**config.mk**
```make
export PLATFORM = sky130hd
export DESIGN_NAME = md5_round_ctrl_flat
export DESIGN_NICKNAME = d
export VERILOG_FILES = /design/src/rtl/md5_pkg.sv /design/src/rtl/md5_round_ctrl_if.sv /design/src/rtl/md5_step_decode.sv /design/src/rtl/md5_round_ctrl.sv /design/src/flat_wrapper.sv
export SDC_FILE = /design/constraint.sdc
export NUM_CORES = 1
export LEC_CHECK = 0
export ABC_AREA = 1
export BUFFER_PORTS_ARGS = -buffer_cell sky130_fd_sc_hd__buf_2
export CAP_MARGIN = 15
export CORE_MARGIN = 1
export CORE_UTILIZATION = 46
export DETAILED_ROUTE_END_ITERATION = 7
export PLACE_DENSITY = 0.7
export SETUP_SLACK_MARGIN = 0.05
export SYNTH_ARGS = -nofsm -noshare
export SYNTH_HDL_FRONTEND = slang
export SYNTH_SLANG_ARGS = --single-unit
```
**constraint.sdc**
```tcl
create_clock -name clk -period 2.6 [get_ports clk]
set_clock_uncertainty 0.1 [all_clocks]
set_input_delay 0.13 -clock clk [delete_from_list [all_inputs] [get_ports clk]]
set_output_delay 0.13 -clock clk [all_outputs]
set_load 0.02 [all_outputs]
```
**src/rtl/md5_pkg.sv**
```systemverilog
// MD5 round controller shared types and constants.
// State encoding, round selects, per-round rotate table.
package md5_pkg;

   localparam int MD5_STEPS = 64;
   localparam int MD5_WORDS = 16;

   typedef enum logic [1:0] {
      IDLE  = 2'd0,
      RUN   = 2'd1,
      FINAL = 2'd2
   } state_t;

   localparam logic [1:0] F_SEL = 2'd0;
   localparam logic [1:0] G_SEL = 2'd1;
   localparam logic [1:0] H_SEL = 2'd2;
   localparam logic [1:0] I_SEL = 2'd3;

   localparam logic [4:0] S [4][4] = '{
      '{5'd7, 5'd12, 5'd17, 5'd22},
      '{5'd5, 5'd9,  5'd14, 5'd20},
      '{5'd4, 5'd11, 5'd16, 5'd23},
      '{5'd6, 5'd10, 5'd15, 5'd21}
   };

endpackage

```
**src/rtl/md5_round_ctrl_if.sv**
```systemverilog
// Feeder/datapath bundle for the MD5 round controller.
// MD5_STEP_STALL_EN adds step_ready for datapath back-pressure.
interface md5_round_ctrl_if;
   import md5_pkg::*;

   logic                           start;
   logic                           abort;
   logic                           busy;
   logic                           done;
   logic                           step_valid;
   logic [$clog2(MD5_STEPS)-1:0]   step_idx;
   logic [$clog2(MD5_WORDS)-1:0]   msg_idx;
   logic [4:0]                     shift_amt;
   logic [1:0]                     func_sel;
   logic                           load_state;
   logic                           add_en;

`ifdef MD5_STEP_STALL_EN
   logic                           step_ready;

   modport master (
      output start, abort, step_ready,
      input  busy, done, step_valid, step_idx, msg_idx,
      input  shift_amt, func_sel, load_state, add_en
   );

   modport slave (
      input  start, abort, step_ready,
      output busy, done, step_valid, step_idx, msg_idx,
      output shift_amt, func_sel, load_state, add_en
   );
`else
   modport master (
      output start, abort,
      input  busy, done, step_valid, step_idx, msg_idx,
      input  shift_amt, func_sel, load_state, add_en
   );

   modport slave (
      input  start, abort,
      output busy, done, step_valid, step_idx, msg_idx,
      output shift_amt, func_sel, load_state, add_en
   );
`endif

endinterface

```
**src/rtl/md5_step_decode.sv**
```systemverilog
// Combinational step index -> message word, rotate, round select.
// Message schedule arithmetic is modulo 16 (carry dropped).
module md5_step_decode
   import md5_pkg::*;
(
   input  logic [5:0] step_idx,
   output logic [3:0] msg_idx,
   output logic [4:0] shift_amt,
   output logic [1:0] func_sel
);

   logic [1:0] r;
   logic [3:0] lo;

   assign r         = step_idx[5:4];
   assign lo        = step_idx[3:0];
   assign func_sel  = r;
   assign shift_amt = S[r][step_idx[1:0]];

   // per-round message word permutation
   always_comb begin
      msg_idx = lo;
      unique case (1'b1)
         (r == F_SEL): msg_idx = lo;
         (r == G_SEL): msg_idx = lo * 4'd5 + 4'd1;
         (r == H_SEL): msg_idx = lo * 4'd3 + 4'd5;
         (r == I_SEL): msg_idx = lo * 4'd7;
         default:      msg_idx = lo;
      endcase
   end

endmodule

```
**src/rtl/md5_round_ctrl.sv**
```systemverilog
// MD5 64-step sequencer: IDLE -> RUN (64 steps) -> FINAL -> IDLE.
// MD5_STEP_STALL_EN: hold the current step until step_ready.
module md5_round_ctrl
   import md5_pkg::*;
#(
   parameter int STEP_W    = 6,
   parameter int MSG_IDX_W = 4
) (
   input  logic              clk,
   input  logic              rst_n,
   md5_round_ctrl_if.slave   bus
);

   state_t                state_q, state_d;
   logic [STEP_W-1:0]     step_q, step_d;
   logic                  adv;
   logic                  run;
   logic                  fin;
   logic [MSG_IDX_W-1:0]  dec_msg;
   logic [4:0]            dec_shift;
   logic [1:0]            dec_func;

`ifdef MD5_STEP_STALL_EN
   assign adv = bus.step_ready;
`else
   assign adv = 1'b1;
`endif

   // state and step counter registers
   always_ff @(posedge clk or negedge rst_n) begin
      if (!rst_n) begin
         state_q <= IDLE;
         step_q  <= '0;
      end else begin
         state_q <= state_d;
         step_q  <= step_d;
      end
   end

   // next state; abort overrides start and step advance
   always_comb begin
      state_d = state_q;
      step_d  = step_q;
      if (bus.abort) begin
         state_d = IDLE;
         step_d  = '0;
      end else begin
         unique case (state_q)
            IDLE: begin
               if (bus.start) begin
                  state_d = RUN;
                  step_d  = '0;
               end
            end
            RUN: begin
               if (adv) begin
                  if (step_q == STEP_W'(MD5_STEPS - 1)) begin
                     state_d = FINAL;
                     step_d  = '0;
                  end else begin
                     step_d = step_q + STEP_W'(1);
                  end
               end
            end
            FINAL: begin
               state_d = IDLE;
               step_d  = '0;
            end
            default: begin
               state_d = IDLE;
               step_d  = '0;
            end
         endcase
      end
   end

   md5_step_decode u_dec (
      .step_idx  (step_q),
      .msg_idx   (dec_msg),
      .shift_amt (dec_shift),
      .func_sel  (dec_func)
   );

   assign run = (state_q == RUN);
   assign fin = (state_q == FINAL);

   assign bus.busy       = run | fin;
   assign bus.done       = fin;
   assign bus.add_en     = fin;
   assign bus.step_valid = run;
   assign bus.step_idx   = run ? step_q : '0;
   assign bus.msg_idx    = run ? dec_msg : '0;
   assign bus.shift_amt  = run ? dec_shift : '0;
   assign bus.func_sel   = run ? dec_func : '0;
   assign bus.load_state = run & (step_q == '0);

endmodule

```
**src/flat_wrapper.sv**
```systemverilog
// flat-port wrapper written by rule: the top's interface ports become plain ports
module md5_round_ctrl_flat import md5_pkg::*;
#(
   parameter int STEP_W    = 6,
   parameter int MSG_IDX_W = 4
)
  (clk, rst_n, bus_start, bus_abort, bus_busy, bus_done, bus_step_valid, bus_step_idx, bus_msg_idx, bus_shift_amt, bus_func_sel, bus_load_state, bus_add_en);
  md5_round_ctrl_if bus_i ();
  input  logic clk;
  input  logic rst_n;
  input wire logic [$bits(bus_i.start)-1:0] bus_start;
  input wire logic [$bits(bus_i.abort)-1:0] bus_abort;
  output wire logic [$bits(bus_i.busy)-1:0] bus_busy;
  output wire logic [$bits(bus_i.done)-1:0] bus_done;
  output wire logic [$bits(bus_i.step_valid)-1:0] bus_step_valid;
  output wire logic [$bits(bus_i.step_idx)-1:0] bus_step_idx;
  output wire logic [$bits(bus_i.msg_idx)-1:0] bus_msg_idx;
  output wire logic [$bits(bus_i.shift_amt)-1:0] bus_shift_amt;
  output wire logic [$bits(bus_i.func_sel)-1:0] bus_func_sel;
  output wire logic [$bits(bus_i.load_state)-1:0] bus_load_state;
  output wire logic [$bits(bus_i.add_en)-1:0] bus_add_en;
  assign bus_i.start = bus_start;
  assign bus_i.abort = bus_abort;
  assign bus_busy = bus_i.busy;
  assign bus_done = bus_i.done;
  assign bus_step_valid = bus_i.step_valid;
  assign bus_step_idx = bus_i.step_idx;
  assign bus_msg_idx = bus_i.msg_idx;
  assign bus_shift_amt = bus_i.shift_amt;
  assign bus_func_sel = bus_i.func_sel;
  assign bus_load_state = bus_i.load_state;
  assign bus_add_en = bus_i.add_en;
  md5_round_ctrl #(.STEP_W(STEP_W), .MSG_IDX_W(MSG_IDX_W)) u_core (.clk(clk), .rst_n(rst_n), .bus(bus_i));
endmodule
```
==> key figures, run 1 <==
Run status
  – Outcome: complete, no violations

Worst setup path
  – CP required: about 2.4 ns
  – Worst r2r path cells: 9
  – Levels on crit path: 14
  – Critical path startpoint category: flip-flop
  – Cell family with most CP delay: adder cells
  – Critical path cell sequence: clkinv_4, fa_1, inv_2, ha_4, inv_2, nand2_1, nand2_1, inv_1, nand2_1, nand3_1, nand2_1, nor2_2, nor2_1, buf_4
  – Worst path slowest cell: fa_1
  – CP Buf/Inv Count: 5
  – Critical Path Most Common Cell: nand2_1
  – Max Fanout on Critical Path: 7
  – Worst setup EP type: output pin
  – WP data arrival: 2.22 ns
  – Flop2flop setup slack: 0.67 ns
  – Setup CP Type: reg2out
  – CP peak stage delay: approximately 0.55 ns

Yosys
  – Area leader, netlist: ha_1
  – Primary FF master, synth: dfrtp_1
  – Number of synthesized flops with an enable pin: 0
  – Yosys reg bits: 8
  – Most frequent cells after synthesis: 42 x nand2_1, 28 x inv_1, 21 x ha_1
  – Syn_area_per_cell: between 6 and 7 sq um
  – YS warnings: 0
  – Post-Synthesis Cells: around 170
  – Most numerous cell in the Yosys netlist: nand2_1
  – Synthesized area: roughly 1100 sq um
  – Syn Nets: 196
  – Synth area leaders: ha_1 23%, dfrtp_1 18%, nand2_1 14%
  – Top cell type's share of synthesized area: a little under a quarter
  – Post-synth cell types: 24
  – Seq/Total Area, Yosys: between 10% and 20%
  – Async set-reset flop share out of synthesis: 100%

Floorplanning
  – Initial core utilization: between 40% and 50%
  – Die H: ~52 um
  – Row cnt: 17
  – Die X: between 50 and 60 um
  – Die area: ~2700 sq um
  – Core area: around 2300 sq um
  – I/O Pins: 26

Placement
  – Detailed Place HPWL: slightly above 2 mm
  – # port buffers: 25
  – Placed cell count: about 220
  – Placement Setup Slack: 0.196 ns
  – Gpl congestion: between 0.8 and 0.9

Power
  – IR drop worst, VDD: around 0.00050 V
  – Leakage: roughly 0.85 nW
  – PwrDens: about 540 nW/um^2
  – Final Total Pwr: about 0.77 mW

CTS
  – H-tree depth: 1
  – CTS buffer count: 3
  – Worst skew pair latency: roughly 0.26 ns
  – Clock slew seen by the registers of the worst setup and hold paths: ~0.060 ns
  – Clock Tree Buf Depth: 2
  – Root Buffer: clkbuf_4
  – CTS sink count: 8
  – CTS tree: done

Final layout
  – Share of cells above drive strength 1: around 28%
  – Total Nets Final: approximately 230
  – Finished Layout Cells: around 230
  – N_diodes: 0
  – Layout Area Growth over Synthesis: 24.8%
  – Fill cells: 205

Timing
  – Final min period: about 2.5 ns
  – Fin crit share: between 90 and 100%
  – Rel. slew slack: roughly two thirds
  – Slew Limit Fails: 0
  – Worst setup margin: between 0.1 and 0.15 ns
  – Final Hold Viols: 0
  – Slew of the pin with the lowest slew margin: roughly 0.48 ns
  – Fmax: roughly 410 MHz
  – WHS: approximately 0.085 ns
  – Fin Setup TNS: 0 ns
  – Unrepaired setup endpoints after global routing: true
  – Final-report setup violation count: 0

Route
  – WL/cell: about 12 um
  – Vias: about 1,200
  – DRT Pass-1 Iters: 4
  – Drt initial violations: between 40 and 50
  – Antenna Nets Post-Route: 0
  – Drc violations: 0
  – Routed WL: between 2 and 3 mm
  – DR vias/cell: 5.12

GRT
  – Initial antenna violation count: 0
  – Vias in the first global route: approximately 1,100
  – Total GRT Usage: 22.7%
  – Largest net degree at the start of global routing: 15
  – First-pass GRT wire length: 4.53 mm
  – Overflow after GRT: 0

Min path
  – Hold crit path type: in2reg
  – Hold depth: 4

Flow run
  – Max_cap viols: 0
==> report_power, final <==
part           internal [mW]  switching (mW)
Combinational          0.178           0.330
Sequential             0.143          0.0157
Clock                 0.0532          0.0478
==> worst paths after layout <==
kind / endpoint / from
min: u_core.state_q[1]$_DFFE_PN0P_ / bus_abort
max in group asynchronous: u_core.step_q[2]$_DFFE_PN0P_ / rst_n
min in group asynchronous: u_core.step_q[4]$_DFFE_PN0P_ / rst_n
max: bus_msg_idx[3] / u_core.step_q[1]$_DFFE_PN0P_
max reg2reg: u_core.state_q[0]$_DFFE_PN0P_ / u_core.state_q[1]$_DFFE_PN0P_
min reg2reg: u_core.state_q[0]$_DFFE_PN0P_ / u_core.state_q[0]$_DFFE_PN0P_
==> final cells by class <==
type / instances / area (sq um) / area share (%)
sequential: 8 / 203 / 14.3
tap: 28 / 35.0 / 2.48
timing repair buffer: 38 / 228 / 16.1
multi-input combinational: 122 / 793 / 56.1
inverter: 33 / 134 / 9.46
clock buffer: 3 / 22.5 / 1.59
==> layout by cell type, fill, tap and decap left out, drive strengths merged <==
master,n
nand2,45
buf,37
inv,30
ha,21
o21ai,14
nor2,14
a21oi,8
nand3,8
dfrtp,8
nor3,4
clkbuf,3
clkinv,3
nand3b,2
xor2,2
fa,2
a211oi,1
xnor2,1
dlygate4sd3,1
==> registers in the layout (all words and copies together), names as in the netlist <==
| register | count |
|---|---|
| u_core.state_q | 2 |
| u_core.step_q | 6 |
==> worst min-delay path, cell delays in order <==
cell	delay, ns
buf_2	0.11
nor2_2	0.05
nand2_1	0.05
o21ai_0	0.07
==> metrics by stage <==
step	utilization (%)	area, sq um
5_1_grt	62.2	1420
3_3_place_gp	55.3	1260
3_5_place_dp	55.3	1260
4_1_cts	58.1	1320
6_report	62.2	1420
2_1_floorplan	-	1130
==> per-layer routing <==
layer  wire length [um]  share of wire, %  global-route usage [%]
met1               1260                44                    27.6
met2               1450                51                    40.7
met3                 83               2.9                    2.05
met4                 66               2.3                    9.01
met5                  0                 0                       0
==> logic make-up after synthesis <==
| logic type | Yosys count | synth area share [%] |
|---|---|---|
| and+or+nand+nor | 73 | 28.1 |
| xor gates and xnor gates | 3 | 2.32 |
| adders and majority gates | 23 | 26.7 |
| AOI/OAI and AO/OA | 23 | 10.4 |
| buffers and inverters | 39 | 14.8 |
| DFF | 8 | 17.7 |
==> what timing repair did <==
item | 4_1_cts | 5_1_grt
gates resized for setup | 2 | 13
endpoints found under the setup margin | 1 | 2
buffers inserted | 4 | 7
gates cloned | 0 | 0
pin swaps | 0 | 4
hold buffers | 1 | 0
hold endpoints to repair | 8 | 0
Power figures use the tool's default switching activity.
==> run 2: changes to the inputs <==
--- a/config.mk
+++ b/config.mk
@@ -11,7 +11,7 @@
 export CORE_MARGIN = 1
 export CORE_UTILIZATION = 46
 export DETAILED_ROUTE_END_ITERATION = 7
-export PLACE_DENSITY = 0.7
+export PLACE_DENSITY = 0.69
 export SETUP_SLACK_MARGIN = 0.05
 export SYNTH_ARGS = -nofsm -noshare
 export SYNTH_HDL_FRONTEND = slang
==> key figures, run 2 (synthesis results as in run 1) <==
Final layout
  – Max reg flops: 6 (unchanged)
  – Total Nets Final: 226 (-3.0%)
  – Finished Layout Cells: 225 (-3.0%)
  – Most common cell after layout, fill and taps aside: nand2_1
  – N_diodes: 0 (unchanged)
  – Largest regs: u_core.step_q (6), u_core.state_q (2)
  – Fill cells: 221 (+7.8%)
  – Final instance area: 1340 sq um (-5.5%)
  – Largest register by flop count: u_core.step_q
  – Layout Area Growth over Synthesis: 18.0%
  – Share of cells above drive strength 1: 23.9% (-4.1 points)
  – Most frequent cells in the layout: 42 x nand2_1, 28 x inv_1, 24 x buf_2
  – End-of-flow core utilization: 58.8% (-3.4 points)

Power
  – Part of the power in combinational logic: 63.5% (-2.6 points)
  – Internal Pwr Total: 0.354 mW (-5.4%)
  – IR drop worst, VDD: 0.000470 V (-6.0%)
  – Net Sw Frac: 50.9% (-0.35 points)
  – Leakage: 0.815 nW (-3.8%)
  – Final Total Pwr: 0.720 mW (-6.1%)
  – PwrDens: 539 nW/um^2 (-0.64%)
  – Sw Pwr: 0.367 mW (-6.7%)
  – Clock power frac: 13.3% (about the same)
  – Reg power frac: 23.2% (+2.5 points)

Placement
  – Placed Area: 1260 sq um (+0.60%)
  – Placed cell count: 218 (+0.46%)
  – Gpl congestion: 0.876 (+7.0%)
  – Detailed Place HPWL: 2.09 mm (+2.0%)
  – # port buffers: 25 (unchanged)

Route
  – DR vias/cell: 5.09 (-0.62%)
  – WL/cell: 12.0 um (-3.3%)
  – Antenna Nets Post-Route: 0 (unchanged)
  – Drt initial violations: 25 (-39%)
  – Drc violations: 0 (unchanged)
  – Vias: 1,145 (-3.6%)
  – Routed WL: 2.69 mm (-6.2%)
  – DRT Pass-1 Iters: 4 (unchanged)

Worst setup path
  – Capture point of the worst path: bus_msg_idx[3]
  – Setup CP Type: reg2out
  – Critical path startpoint category: flip-flop
  – Worst R2R Start: u_core.state_q[1]$_DFFE_PN0P_
  – CP peak stage delay: 0.45 ns (-0.10 ns)
  – Crit path launch: u_core.step_q[1]$_DFFE_PN0P_
  – Cell family with most CP delay: adder cells
  – Critical path cell sequence: ha_1, inv_1, fa_1, nand3b_1, nand3_1, nand2_1, nor2_1, nor2_1, buf_4
  – CP required: 2.37 ns (about the same)
  – Worst r2r path cells: 9 (unchanged)
  – WP data arrival: 2.23 ns (about the same)
  – Levels on crit path: 9 (-5)
  – Worst setup EP type: output pin
  – Reg-to-Reg End: u_core.state_q[0]$_DFFE_PN0P_
  – CP Buf/Inv Count: 2 (-3)
  – Critical Path Most Common Cell: nor2_1
  – Worst path slowest cell: dfrtp_2
  – Flop2flop setup slack: 0.70 ns (+0.03 ns)
  – Max Fanout on Critical Path: 6 (-1)

Timing
  – Unrepaired setup endpoints after global routing: true
  – Slew of the pin with the lowest slew margin: 0.414 ns (-0.0659 ns)
  – Slew Limit Fails: 0 (unchanged)
  – Final-report setup violation count: 0 (unchanged)
  – Fmax: 406 MHz (-0.26%)
  – Rel. slew slack: 72.4% (+4.4 points)
  – Final Hold Viols: 0 (unchanged)
  – Final min period: 2.46 ns (+0.00645 ns)
  – Fin Setup TNS: 0 ns (unchanged)
  – Fin crit share: 94.6% (+0.25 points)

CTS
  – H-tree depth: 1 (unchanged)
  – CTS sink count: 8 (unchanged)
  – Worst skew pair latency: 0.26 ns (about the same)
  – Root Buffer: clkbuf_4
  – Clock Tree Buf Depth: 2 (unchanged)
  – Clock slew seen by the registers of the worst setup and hold paths: 0.06 ns (about the same)
  – CTS buffer count: 3 (unchanged)
  – CTS tree: done

Flow run
  – Max_cap viols: 0 (unchanged)

GRT
  – First-pass GRT wire length: 4.39 mm (-3.2%)
  – Routing usage on met2: 40.0% (-0.65 points)
  – Total GRT Usage: 21.5% (-1.2 points)
  – Vias in the first global route: 1,079 (-2.4%)
  – Initial antenna violation count: 0 (unchanged)
  – Met1 layer usage reported by global route: 25.9% (-1.8 points)
  – Largest net degree at the start of global routing: 15 (unchanged)
  – Top Usage Layer GRT: met2
  – Grt met3 use: 0.877% (-1.2 points)
  – Overflow after GRT: 0 (unchanged)

Floorplanning
  – Initial core utilization: 49.8% (unchanged)
  – I/O Pins: 26 (unchanged)
  – Row cnt: 17 (unchanged)
  – Die X: 51.6 um (unchanged)
  – Die H: 51.6 um (unchanged)
  – Die area: 2670 sq um (unchanged)
  – Core area: 2280 sq um (unchanged)

Min path
  – Hold crit path type: in2reg

Run status
  – Outcome: complete, no violations
==> run 2: area by class of cell <==
type | instances | area, sq um | share of cell area, %
timing repair buffer | 31 | 175 | 13.1
multi-input combinational | 122 | 773 | 57.8
inverter | 33 | 129 | 9.64
sequential | 8 | 203 | 15.2
clock buffer | 3 | 22.5 | 1.68
tap | 28 | 35.0 | 2.62
==> run 2: worst register-to-register path: stages (launching register included) <==
cell	delay (ns)
dfrtp_1	0.38
inv_1	0.13
ha_1	0.43
inv_1	0.18
nor2_2	0.13
nand2_1	0.08
nand2_1	0.11
inv_2	0.08
nand3b_1	0.08
o21ai_0	0.09
==> run 2: worst min path at each step <==
| stage | startpoint | cells past startpoint | to | slack [ns] |
|---|---|---|---|---|
| after detailed placement | rst_n | 1 | u_core.state_q[1]$_DFFE_PN0P_ | -0.11 |
| after floorplan | rst_n | 0 | u_core.state_q[0]$_DFFE_PN0P_ | -0.27 |
| after global routing | bus_abort | 4 | u_core.state_q[1]$_DFFE_PN0P_ | 0.11 |
| after CTS | bus_abort | 4 | u_core.state_q[1]$_DFFE_PN0P_ | 0.08 |
| after global placement | rst_n | 1 | u_core.state_q[1]$_DFFE_PN0P_ | -0.12 |
| final | bus_abort | 4 | u_core.state_q[1]$_DFFE_PN0P_ | 0.08 |
==> run 2: metal layers <==
metal	part of all wire (%)	wire length [um]
met4	1.8	49
met2	52	1390
met1	43	1150
met5	0	0
met3	3.7	100
==> run 2: what timing repair did <==
action	4_1_cts	5_1_grt
pin swaps	0	2
gates resized for setup	2	5
endpoints found under the setup margin	1	1
hold endpoints to repair	8	0
hold buffers	1	0
buffers inserted	0	3
==> run 2: power by group through the flow <==
stage	combinational, mW	clock, mW	sequential [mW]
after floorplan	0.330	0	0.161
after global placement	0.430	0	0.170
after CTS	0.436	0.0990	0.169
final	0.457	0.0960	0.167
after detailed placement	0.434	0	0.169
after global routing	0.511	0.108	0.170
==> run 2: per-stage QoR <==
| stage | hold slack (ns) | worst slack, ns |
|---|---|---|
| global route | 0.113 | 0.0387 |
| CTS | 0.0808 | 0.0770 |
| finish | 0.0809 | 0.140 |
| detailed placement | -0.114 | 0.266 |
| floorplan | -0.266 | 0.337 |
| global placement | -0.117 | 0.326 |
==> run 3: changes to the inputs <==
--- a/config.mk
+++ b/config.mk
@@ -6,10 +6,11 @@
 export NUM_CORES = 1
 export LEC_CHECK = 0
 export ABC_AREA = 1
-export BUFFER_PORTS_ARGS = -buffer_cell sky130_fd_sc_hd__buf_2
+export BUFFER_PORTS_ARGS = -buffer_cell sky130_fd_sc_hd__clkbuf_2
 export CAP_MARGIN = 15
 export CORE_MARGIN = 1
 export CORE_UTILIZATION = 46
+export CTS_CLUSTER_SIZE = 14
 export DETAILED_ROUTE_END_ITERATION = 7
 export PLACE_DENSITY = 0.69
 export SETUP_SLACK_MARGIN = 0.05
==> key figures, run 3 (synthesis results as in run 1) <==
Run status
  – Outcome: complete, no violations

Floorplanning
  – Die area: 2670 sq um (unchanged)
  – Die H: 51.6 um (unchanged)
  – Initial core utilization: 49.8% (unchanged)
  – Die X: 51.6 um (unchanged)
  – Row cnt: 17 (unchanged)
  – I/O Pins: 26 (unchanged)
  – Core area: 2280 sq um (unchanged)

Timing
  – Final min period: 2.41 ns (-0.0522 ns)
  – Final-report setup violation count: 0 (unchanged)
  – Fin crit share: 92.6% (-2.0 points)
  – Rel. slew slack: 68.0% (-4.4 points)
  – Slew Limit Fails: 0 (unchanged)
  – Fin Setup TNS: 0 ns (unchanged)
  – Slew of the pin with the lowest slew margin: 0.481 ns (+0.0663 ns)
  – Worst setup margin: 0.192 ns (+0.0522 ns)
  – Fmax: 415 MHz (+2.2%)
  – Final Hold Viols: 0 (unchanged)
  – Unrepaired setup endpoints after global routing: false

Final layout
  – Layout Area Growth over Synthesis: 17.9% (about the same)
  – Fill cells: 223 (+0.90%)
  – Most frequent cells in the layout: 42 x nand2_1, 28 x inv_1, 24 x clkbuf_2
  – Largest regs: u_core.step_q (6), u_core.state_q (2)
  – Total Nets Final: 227 (+0.44%)
  – Max reg flops: 6 (unchanged)
  – Largest register by flop count: u_core.step_q
  – N_diodes: 0 (unchanged)
  – Share of cells above drive strength 1: 23.2% (-0.63 points)
  – Most common cell after layout, fill and taps aside: nand2_1

GRT
  – First-pass GRT wire length: 4.51 mm (+2.8%)
  – Top Usage Layer GRT: met2
  – Total GRT Usage: 22.4% (+0.91 points)
  – Met1 layer usage reported by global route: 27.6% (+1.7 points)
  – Routing usage on met2: 42.9% (+2.8 points)
  – Largest net degree at the start of global routing: 15 (unchanged)
  – Grt met3 use: 0.877% (unchanged)
  – Vias in the first global route: 1,055 (-2.2%)
  – Initial antenna violation count: 0 (unchanged)
  – Overflow after GRT: 0 (unchanged)

Flow run
  – Max_cap viols: 0 (unchanged)

Worst setup path
  – Cell family with most CP delay: adder cells
  – Worst path slowest cell: fa_1
  – CP peak stage delay: 0.54 ns (+0.09 ns)
  – CP required: 2.37 ns (about the same)
  – Worst r2r path cells: 9 (unchanged)
  – CP Buf/Inv Count: 5 (+3)
  – WP data arrival: 2.18 ns (-0.05 ns)
  – Critical path cell sequence: inv_2, fa_1, inv_1, ha_1, inv_1, nand2_1, nand2_1, inv_1, nand2_1, nand3_1, nand2_1, nor2_1, nor2_1, buf_4
  – Setup CP Type: reg2out
  – Worst R2R Start: u_core.state_q[1]$_DFFE_PN0P_
  – Critical path startpoint category: flip-flop
  – Flop2flop setup slack: 0.63 ns (-0.07 ns)
  – Critical Path Most Common Cell: nand2_1
  – Max Fanout on Critical Path: 12 (+6)
  – Reg-to-Reg End: u_core.state_q[0]$_DFFE_PN0P_
  – Worst setup EP type: output pin

CTS
  – H-tree depth: 1 (unchanged)
  – CTS tree: done
  – Root Buffer: clkbuf_4
  – CTS sink count: 8 (unchanged)
  – Clock slew seen by the registers of the worst setup and hold paths: 0.05 ns (about the same)
  – Worst skew pair latency: 0.25 ns (about the same)
  – Clock Tree Buf Depth: 2 (unchanged)
  – CTS buffer count: 3 (unchanged)

Route
  – Drc violations: 0 (unchanged)
  – DRT Pass-1 Iters: 4 (unchanged)
  – Antenna Nets Post-Route: 0 (unchanged)
  – WL/cell: 12.2 um (+1.9%)
  – Vias: 1,135 (-0.87%)
  – DR vias/cell: 5.02 (-1.3%)
  – Routed WL: 2.75 mm (+2.3%)
  – Drt initial violations: 34 (+36%)

Placement
  – Placement Setup Slack: 0.232 ns (-0.0336 ns)
  – # port buffers: 25 (unchanged)
  – Detailed Place HPWL: 2.15 mm (+2.8%)
  – Gpl congestion: 0.831 (-5.1%)

Min path
  – Endpoint, Worst Hold: u_core.state_q[1]$_DFFE_PN0P_
  – Hold depth: 4 (unchanged)
  – Hold crit path type: in2reg
  – Worst hold start: bus_abort

Power
  – IR drop worst, VDD: 0.000452 V (-3.7%)
  – Leakage: 0.808 nW (-0.89%)
  – PwrDens: 536 nW/um^2 (-0.53%)
## run 3: cell count changes in the layout (fill, tap and decap cells not counted)
cell      previous run  this run
buf_4                6         7
inv_4                0         1
dfrtp_1              6         7
nand3_1              7         8
clkbuf_2             0        24
inv_6                1         0
dfrtp_2              2         1
nand3_2              1         0
buf_2               24         0
## run 3: how the worst max path moves through the flow
| stage | cells past startpoint | slack (ns) | startpoint | to |
|---|---|---|---|---|
| finish | 14 | 0.19 | u_core.step_q[0]$_DFFE_PN0P_ | bus_msg_idx[3] |
| global route | 14 | 0.06 | u_core.step_q[0]$_DFFE_PN0P_ | bus_msg_idx[3] |
| CTS | 14 | 0.08 | u_core.step_q[1]$_DFFE_PN0P_ | bus_msg_idx[3] |
| detailed placement | 14 | 0.23 | u_core.step_q[1]$_DFFE_PN0P_ | bus_msg_idx[3] |
| global placement | 14 | 0.33 | u_core.step_q[1]$_DFFE_PN0P_ | bus_msg_idx[3] |
| floorplan | 13 | 0.34 | u_core.step_q[0]$_DFFE_PN0P_ | bus_msg_idx[3] |
## run 3: repair_timing
item                                    CTS  global route
buffers inserted                          0             4
hold endpoints to repair                  8             0
hold buffers                              1             0
resized for setup                         1             4
endpoints found under the setup margin    1             2
## run 3: report_power, final
| group | switching [mW] | total, mW | internal (mW) |
|---|---|---|---|
| clock | 0.0398 | 0.0925 | 0.0527 |
| combinational | 0.318 | 0.468 | 0.150 |
| sequential | 0.0125 | 0.156 | 0.143 |
## run 3: cell type report
class	instances	area, sq um	area share (%)
Tap cell	28	35.0	2.62
Sequential cell	8	201	15.1
Timing Repair Buffer	32	183	13.7
Clock buffer	3	22.5	1.69
Multi-Input combinational cell	122	768	57.5
Inverter	33	126	9.46
## run 3: layer usage
layer	routed length (um)	vias up	part of all wire, %
met5	0	-	0
met4	0	0	0
met3	102	0	3.7
met2	1430	30	52
met1	1220	525	44
li1	-	580	-
## run 3: metrics by stage
step                util [%]  cell area [sq um]  total power [mW]  std cells  hold WS [ns]
global route            58.7               1340             0.780        226         0.137
detailed placement      55.6               1260             0.617        218        -0.109
floorplan                  -               1130             0.491        169        -0.266
CTS                     57.1               1300             0.714        222         0.107
global placement        55.6               1260             0.600        218        -0.113
finish                  58.7               1340             0.716        226         0.112
## run 3: worst min-delay path: cells and delay by family
kind | cells | cell delay [ns]
AOI/OAI and AO/OA | 1 | 0.07
and+or+nand+nor | 2 | 0.10
buffers and inverters | 1 | 0.11
